--- src/rtl/debounce_pkg.sv ---
// Shared definitions for the debounce / edge-detect front end.
//
// Holds the FSM state encoding, the default parameter values used by
// debounce_edge_det, and the width of the optional glitch counter
// (enabled with DEBOUNCE_GLITCH_CNT_EN).
package debounce_pkg;

  // The low bit tracks "input currently seen high"; the high bit tracks the
  // committed output level. All four encodings are meaningful.
  typedef enum logic [1:0] {
    IDLE_LO = 2'b00,
    CHK_HI  = 2'b01,
    IDLE_HI = 2'b11,
    CHK_LO  = 2'b10
  } state_e;

  localparam int DEF_SYNC_STAGES   = 2;
  localparam int DEF_CNT_WIDTH     = 4;
  localparam int DEF_STABLE_CYCLES = 10;

  localparam int GLITCH_CNT_WIDTH  = 8;

endpackage

--- src/rtl/debounce_edge_det_sync_chain.sv ---
// sync_chain: reset-to-0 shift chain used to bring an asynchronous input
// into the clk domain.
//
// Ports:
//   clk  - sampling clock
//   rstn - asynchronous active-low reset, clears every stage
//   d    - asynchronous input
//   q    - output of the last stage (synchronized)
module sync_chain #(
  parameter int STAGES = 2
) (
  input  logic clk,
  input  logic rstn,
  input  logic d,
  output logic q
);

  logic [STAGES-1:0] chain_q;
  logic [STAGES-1:0] chain_d;

  always_comb begin
    chain_d = {chain_q[STAGES-2:0], d};
  end

  always_ff @(posedge clk or negedge rstn) begin
    if (!rstn) begin
      chain_q <= '0;
    end else begin
      chain_q <= chain_d;
    end
  end

  assign q = chain_q[STAGES-1];

endmodule

--- src/rtl/debounce_edge_det.sv ---
// debounce_edge_det: synchronizes a raw bouncy input, qualifies it with a
// stability counter and produces a clean level plus one-cycle edge pulses.
//
// Ports:
//   clk        - system clock
//   rstn       - asynchronous active-low reset
//   din        - raw asynchronous input (may bounce)
//   dout       - debounced level (registered)
//   rise       - one-cycle pulse when dout goes 0->1 (registered)
//   fall       - one-cycle pulse when dout goes 1->0 (registered)
//   glitch_cnt - saturating count of aborted checks; present only when
//                DEBOUNCE_GLITCH_CNT_EN is defined
module debounce_edge_det
  import debounce_pkg::*;
#(
  parameter int SYNC_STAGES   = DEF_SYNC_STAGES,
  parameter int CNT_WIDTH     = DEF_CNT_WIDTH,
  parameter int STABLE_CYCLES = DEF_STABLE_CYCLES
) (
  input  logic clk,
  input  logic rstn,
  input  logic din,
  output logic dout,
  output logic rise,
`ifdef DEBOUNCE_GLITCH_CNT_EN
  output logic fall,
  output logic [GLITCH_CNT_WIDTH-1:0] glitch_cnt
`else
  output logic fall
`endif
);

  localparam logic [CNT_WIDTH-1:0] CNT_LAST = CNT_WIDTH'(STABLE_CYCLES - 1);
  localparam logic [CNT_WIDTH-1:0] CNT_ONE  = CNT_WIDTH'(1);

  logic s;

  state_e                state_q, state_d;
  logic [CNT_WIDTH-1:0]  cnt_q, cnt_d;
  logic                  dout_q, dout_d;
  logic                  rise_q, rise_d;
  logic                  fall_q, fall_d;

  sync_chain #(
    .STAGES(SYNC_STAGES)
  ) u_sync (
    .clk (clk),
    .rstn(rstn),
    .d   (din),
    .q   (s)
  );

  // With a single required cycle the check state would add a cycle of
  // latency, so the idle states commit directly instead.
  always_comb begin
    state_d = state_q;
    cnt_d   = cnt_q;
    dout_d  = dout_q;
    rise_d  = 1'b0;
    fall_d  = 1'b0;
    case (state_q)
      IDLE_LO: begin
        cnt_d  = '0;
        dout_d = 1'b0;
        if (s) begin
          if (STABLE_CYCLES == 1) begin
            state_d = IDLE_HI;
            dout_d  = 1'b1;
            rise_d  = 1'b1;
          end else begin
            state_d = CHK_HI;
            cnt_d   = CNT_ONE;
          end
        end
      end
      CHK_HI: begin
        if (!s) begin
          state_d = IDLE_LO;
          cnt_d   = '0;
        end else if (cnt_q == CNT_LAST) begin
          state_d = IDLE_HI;
          dout_d  = 1'b1;
          rise_d  = 1'b1;
          cnt_d   = '0;
        end else begin
          cnt_d = cnt_q + 1'b1;
        end
      end
      IDLE_HI: begin
        cnt_d  = '0;
        dout_d = 1'b1;
        if (!s) begin
          if (STABLE_CYCLES == 1) begin
            state_d = IDLE_LO;
            dout_d  = 1'b0;
            fall_d  = 1'b1;
          end else begin
            state_d = CHK_LO;
            cnt_d   = CNT_ONE;
          end
        end
      end
      CHK_LO: begin
        if (s) begin
          state_d = IDLE_HI;
          cnt_d   = '0;
        end else if (cnt_q == CNT_LAST) begin
          state_d = IDLE_LO;
          dout_d  = 1'b0;
          fall_d  = 1'b1;
          cnt_d   = '0;
        end else begin
          cnt_d = cnt_q + 1'b1;
        end
      end
      default: begin
        state_d = IDLE_LO;
        cnt_d   = '0;
        dout_d  = 1'b0;
      end
    endcase
  end

  always_ff @(posedge clk or negedge rstn) begin
    if (!rstn) begin
      state_q <= IDLE_LO;
      cnt_q   <= '0;
      dout_q  <= 1'b0;
      rise_q  <= 1'b0;
      fall_q  <= 1'b0;
    end else begin
      state_q <= state_d;
      cnt_q   <= cnt_d;
      dout_q  <= dout_d;
      rise_q  <= rise_d;
      fall_q  <= fall_d;
    end
  end

  assign dout = dout_q;
  assign rise = rise_q;
  assign fall = fall_q;

`ifdef DEBOUNCE_GLITCH_CNT_EN
  logic                        abort;
  logic [GLITCH_CNT_WIDTH-1:0] glitch_cnt_q, glitch_cnt_d;

  // An abort is a check state seeing the synchronized input fall back to
  // the committed level before qualification completes.
  always_comb begin
    abort        = ((state_q == CHK_HI) && !s) || ((state_q == CHK_LO) && s);
    glitch_cnt_d = glitch_cnt_q;
    if (abort && (glitch_cnt_q != '1)) begin
      glitch_cnt_d = glitch_cnt_q + 1'b1;
    end
  end

  always_ff @(posedge clk or negedge rstn) begin
    if (!rstn) begin
      glitch_cnt_q <= '0;
    end else begin
      glitch_cnt_q <= glitch_cnt_d;
    end
  end

  assign glitch_cnt = glitch_cnt_q;
`endif

endmodule
--- config.mk ---
export PLATFORM = sky130hd
export DESIGN_NAME = debounce_edge_det
export DESIGN_NICKNAME = d
export VERILOG_FILES = /design/src/rtl/debounce_pkg.sv /design/src/rtl/debounce_edge_det_sync_chain.sv /design/src/rtl/debounce_edge_det.sv
export SDC_FILE = /design/constraint.sdc
export NUM_CORES = 1
export LEC_CHECK = 0
export CAP_MARGIN = 25
export CORE_AREA = 2 2 39 41
export DETAILED_ROUTE_END_ITERATION = 16
export DIE_AREA = 0 0 41 43
export PLACE_DENSITY = 0.67
export SYNTH_ARGS = -nofsm -noshare
export SYNTH_HDL_FRONTEND = slang
export SYNTH_SLANG_ARGS = --single-unit
--- constraint.sdc ---
create_clock -name clk -period 2.2 [get_ports clk]
set_clock_uncertainty 0.2 [all_clocks]
set_input_delay 0.44 -clock clk [delete_from_list [all_inputs] [get_ports clk]]
set_output_delay 0.44 -clock clk [all_outputs]
set_load 0.005 [all_outputs]
==> results.md, run 1 <==
- Status: complete, no violations
- Starting density of the core: 44.48%
- Largest net degree at the start of global routing: 12
- TritonCTS Buffers: 3
- EDFF count, synth: 0
- Ys Warns: 0
- Net count, final: 75
- First-pass GRT wire length: 1.731 mm
- Die width: 41 um
- Kind of critical path: reg2reg
- Area growth from synthesis to layout: 14.02%
- FFs w/ async S/R, synth: 100.0%
- Seq/Total Area, Yosys: 44.72%
- DRC errors left: 0
- Vias in the first global route: 426
- GR Util All Layers: 15.20%
- Post-CTS Setup Bufs: 0
- Required time at the endpoint of the critical path: 2160 ps
- CP max FO: 5
- Post-Syn Nets: 66
- Vias per Instance: 5.375
- H-tree depth: 1
- Final cell count without fillers: 80
- Post-cts gate resize count: 0
- Tcrit/Tclk final: 82.89%
- # diodes: 0
- Final min period: 1824 ps
- RSZ-0062 raised after global routing: no
- Maximum clock rate: 0.5484 GHz
- Share of cells above drive strength 1: 14.06%
- Final setup fails: 0
- Filler cells: 124
- Max-cap violations: 0
- Critical path data arrival time: 1780 ps
- Crit-path slowest cell: dfrtp_1
- Reg clk slew, reported paths: 80 ps
- DIE AREA: 0.001763 mm2
- Detailed Route WL: 918 um
- Worst-path cell chain: inv_1 > ha_1 > mux2_4 > nand2_4 > o22ai_1 > mux2_2
- # IOs: 6
- Iter 0 DRT Violations: 3
- Final Hold Vio Count: 0
- Clock latency on the worst-skew pair: 280 ps
- Fin Setup TNS: 0 ps
- First-pass DRT Iterations: 4
- CTS sink cnt: 11
- Maximum vdd drop: 0.4886 mV
- Hold WC Path Type: reg2reg
- Reg2Reg Depth: 6
- Mapped cell area: 615.6 um2
- Pins Over Slew Limit: 0
- Initial antenna violation count: 0
- Chip height: 43 um
- Core area: 0.001384 mm2
- Syn avg cell area: 10.99 um2
- WL per Instance: 11.48 um
- Number of I/O port buffers: 5
- Final GP Congestion: 0.7721
- Library cells used by synthesis: 24
- Placed Instances: 76
- Slew @ Worst Pin: 495.8 ps
- Min-Delay Path Depth: 0
- Worst setup SP type: register
- Final ANT Viol Nets: 0
- CTS tree: yes
- # hold bufs at CTS: 0
- Post-DP HPWL: 715.8 um
- Synth Flop Type: dfrtp_1
- Rel. slew slack: 66.84%
- Pwr/cell area: 1152 mW/mm2
- Vias: 430
- Synthesized flop and latch total: 11
- Crit end category: register
- # rows: 14
- CTS root buf: clkbuf_4
- GRT overflow: 0
- CTS max path bufs: 2
- Worst stage delay on the critical path: 400 ps
- Syn Inst Count: 56
- LEAKAGE: 0.3354 nW
[cells in the final DEF (no fill, tap or decap), drive strengths merged]
master	n
o22ai	2
or3	1
nand3	1
o221ai	1
dfrtp	11
nand2b	1
a21oi	5
nor3	5
nand2	3
clkbuf	3
nand3b	1
clkinv	1
ha	7
o21ai	1
xor2	1
a31oi	1
nor2	4
nand4	1
xnor2	1
inv	5
clkdlybuf4s50	5
nor3b	1
mux2	2
[path summary, 6_finish.rpt]
kind                                         from  slack, ps                 to
worst max-delay path                   state_q[0]        380           cnt_q[0]
worst min-delay path            u_sync.chain_q[0]        160  u_sync.chain_q[1]
worst max register to register         state_q[0]        380           cnt_q[0]
worst min register to register  u_sync.chain_q[0]        160  u_sync.chain_q[1]
max in group asynchronous                    rstn       1170         state_q[0]
min in group asynchronous                    rstn        290           cnt_q[3]
[report_power, final]
part	total, mW	switching (mW)	internal [mW]
logic	0.382	0.203	0.178
registers	0.286	0.0384	0.247
clock network	0.141	0.0738	0.0675
[metrics by stage]
step	hold slack, ps	power, mW	area (um2)	setup slack, ps	util [%]
after floorplan	-55.59	0.5929	615.6	495.7	-
after global placement	136.8	0.6678	674.4	376.1	48.73
after detailed placement	141.3	0.6734	674.4	377.3	48.73
after CTS	160.0	0.8191	701.9	365.5	50.72
after global routing	172.8	0.8835	701.9	260.4	50.72
final	157.4	0.8088	701.9	376.4	50.72
[per-layer routing]
metal | vias up | routed length (um) | global-route usage (%)
li1 | 212 | - | -
met1 | 208 | 418 | 18.64
met2 | 8 | 446 | 20.94
met3 | 2 | 29 | 4.712
met4 | 0 | 24 | 12.00
met5 | - | 0 | 0
[Yosys cell counts (2+ instances only)]
library cell	count	area, um2
nor3_1	5	25.02
nand2_1	2	7.510
dfrtp_1	11	275.3
a21oi_1	4	20.02
inv_1	5	18.77
nor2_1	4	15.01
ha_1	7	87.58
o22ai_1	2	12.51
[area by class of cell]
| type | count | area [um2] | share of cell area [%] |
|---|---|---|---|
| Inverter | 5 | 18.77 | 2.674 |
| Clock inverter | 1 | 5.005 | 0.7130 |
| Timing Repair Buffer | 5 | 50.05 | 7.130 |
| Tap cell | 16 | 20.02 | 2.852 |
| Sequential cell | 11 | 275.3 | 39.22 |
| Multi-Input combinational cell | 39 | 310.3 | 44.21 |
| Clock buffer | 3 | 22.52 | 3.209 |
[state kept, by name, indices dropped and copies added, names as in the netlist]
register and cells:
cnt_q 4, dout 1, fall 1, state_q 2, rise 1, u_sync.chain_q 2
[cells by family after synthesis]
kind of cell	share of synthesized area, %
compound gates	11.18
buf+inv	4.878
flops	44.71
mux	4.267
xor+xnor	2.846
fa+ha+maj	14.23
simple gates	17.89
[worst max-delay path: cells and delay by family (launching register included)]
family | cells | cell delay [ps]
mux | 2 | 580
flops | 1 | 400
fa+ha+maj | 1 | 250
buf+inv | 1 | 110
simple gates | 1 | 90
compound gates | 1 | 70
No activity file was read; power rests on OpenSTA's default activity.
==> run 2: changes to the inputs <==
==> constraint.sdc (replaced) <==
create_clock -name clk -period 1.9 [get_ports clk]
set_clock_uncertainty 0.2 [all_clocks]
set_input_delay 0.38 -clock clk [delete_from_list [all_inputs] [get_ports clk]]
set_output_delay 0.38 -clock clk [all_outputs]
set_load 0.005 [all_outputs]
==> run 2 against run 1 <==
Power increased by 18%; first-iteration DRC count increased by 100%; sequential power up 15%; fmax grew 0.95%; global-route usage fell by 0.56 points; via count is 1.9% lower; worst setup slack got worse by 280 ps; clock power up 14%; cell area rose by 2.1%; sequential share of layout area is 0.82 points lower; critical path depth unchanged; critical path type unchanged; critical endpoint unchanged.
==> results.md, run 2 (synthesis results as in run 1) <==
- Clock latency on the worst-skew pair: 280 ps
- # hold bufs at CTS: 0
- GRT overflow: 0
- Largest Register: cnt_q
- Final Util: 51.81%
- CP max FO: 5
- Commonest non-fill, non-tap cell in the layout: dfrtp_1
- Die width: 41 um
- # diodes: 0
- Sequential share of power: 34.5%
- Post-DP HPWL: 734.7 um
- GR Util All Layers: 14.65%
- Slew @ Worst Pin: 493.7 ps
- Final ANT Viol Nets: 0
- P_sw: 369.2 uW
- Status: complete, no violations
- Final cell count without fillers: 82
- Vias in the first global route: 416
- Crit end category: register
- Filler cells: 123
- Fin Setup TNS: 0 ps
- Pwr/cell area: 1330 mW/mm2
- Critical path buffers and inverters: 1
- DRC errors left: 0
- Share of cells above drive strength 1: 16.67%
- Hold WC Path Type: reg2reg
- Final hold slack: 159.1 ps
- Tcrit/Tclk final: 95.07%
- LEAKAGE: 0.3450 nW
- Critical path data arrival time: 1760 ps
- Chip height: 43 um
- Switch share: 38.71%
- Final min period: 1806 ps
- Area growth from synthesis to layout: 16.46%
- DP Area: 689.4 um2
- # rows: 14
- CTS root buf: clkbuf_4
- Internal power: 584.6 uW
- CTS max path bufs: 2
- WL per Instance: 11.52 um
- Pins Over Slew Limit: 0
- CTS sink cnt: 11
- First-pass GRT wire length: 1.669 mm
- Clock power share: 16.9%
- Worst stage delay on the critical path: 390 ps
- Max reg flops: 4
- Worst-path cell chain: inv_1 > ha_1 > mux2_4 > nand2_4 > o22ai_1 > mux2_2
- # IOs: 6
- Max-cap violations: 0
- Worst setup SP type: register
- Dpl ws: 114.7 ps
- Biggest regs: cnt_q (4), state_q (2), u_sync.chain_q (2)
- Final worst slack: 93.62 ps
- Combinational power share: 48.6%
- Tot Pwr: 953.8 uW
- Final GP Congestion: 0.7905
- Design area: 716.9 um2
- Initial antenna violation count: 0
- Maximum vdd drop: 0.6333 mV
- Register area: 275.3 um2
- Vias: 422
- CP delay by family, top: multiplexers
- Iter 0 DRT Violations: 6
- Maximum clock rate: 0.5536 GHz
- H-tree depth: 1
- Placed Instances: 78
- Rel. slew slack: 66.98%
- Kind of critical path: reg2reg
- Required time at the endpoint of the critical path: 1860 ps
- Crit-path slowest cell: dfrtp_1
- Largest net degree at the start of global routing: 12
- Detailed Route WL: 945 um
- Core area: 0.001384 mm2
- Post-cts gate resize count: 0
- First-pass DRT Iterations: 2
- TritonCTS Buffers: 3
- Number of I/O port buffers: 5
- Multi-input gate area in the final layout: 310.3 um2
- Reg clk slew, reported paths: 80 ps
- Highest-count cells in the layout ignoring fill and taps: dfrtp_1, ha_1, inv_1, nor3_1, clkdlybuf4s50_1
- Net count, final: 77
- Final Hold Vio Count: 0
- DIE AREA: 0.001763 mm2
- Post-CTS Setup Bufs: 0
- Final setup fails: 0
- CTS tree: yes
- Starting density of the core: 44.48%
- Vias per Instance: 5.146
- RSZ-0062 raised after global routing: no
-- run 2: layer usage --
layer | part of all wire (%) | wire [um] | track usage (%) | vias up
li1 | - | - | - | 216
met1 | 49 | 460 | 18.46 | 198
met2 | 46 | 431 | 20.31 | 6
met3 | 3.1 | 29 | 3.141 | 2
met4 | 2.5 | 24 | 12.00 | 0
met5 | 0 | 0 | 0 | -
-- run 2: power groups by stage --
stage,clock network [mW],logic (mW),registers [mW]
after floorplan,0,0.360,0.327
after global placement,0,0.459,0.333
after detailed placement,0,0.463,0.335
after CTS,0.168,0.464,0.330
after global routing,0.177,0.522,0.336
final,0.161,0.463,0.329
-- run 2: final timing paths --
kind | startpoint | end | slack (ps) | cells past startpoint
setup / recovery | state_q[0] | cnt_q[0] | 90 | 6
hold / removal | u_sync.chain_q[0] | u_sync.chain_q[1] | 160 | 0
setup reg to reg | state_q[0] | cnt_q[0] | 90 | 6
hold reg to reg | u_sync.chain_q[0] | u_sync.chain_q[1] | 160 | 0
max in group asynchronous | rstn | cnt_q[2] | 930 | 1
min in group asynchronous | rstn | cnt_q[3] | 230 | 1
-- run 2: final cells by class --
cell class	instances	share of cell area, %
timing repair buffer	7	9.075
multi-input combinational	39	43.28
clock buffer	3	3.141
clock inverter	1	0.6981
inverter	5	2.618
sequential	11	38.39
tap	16	2.792
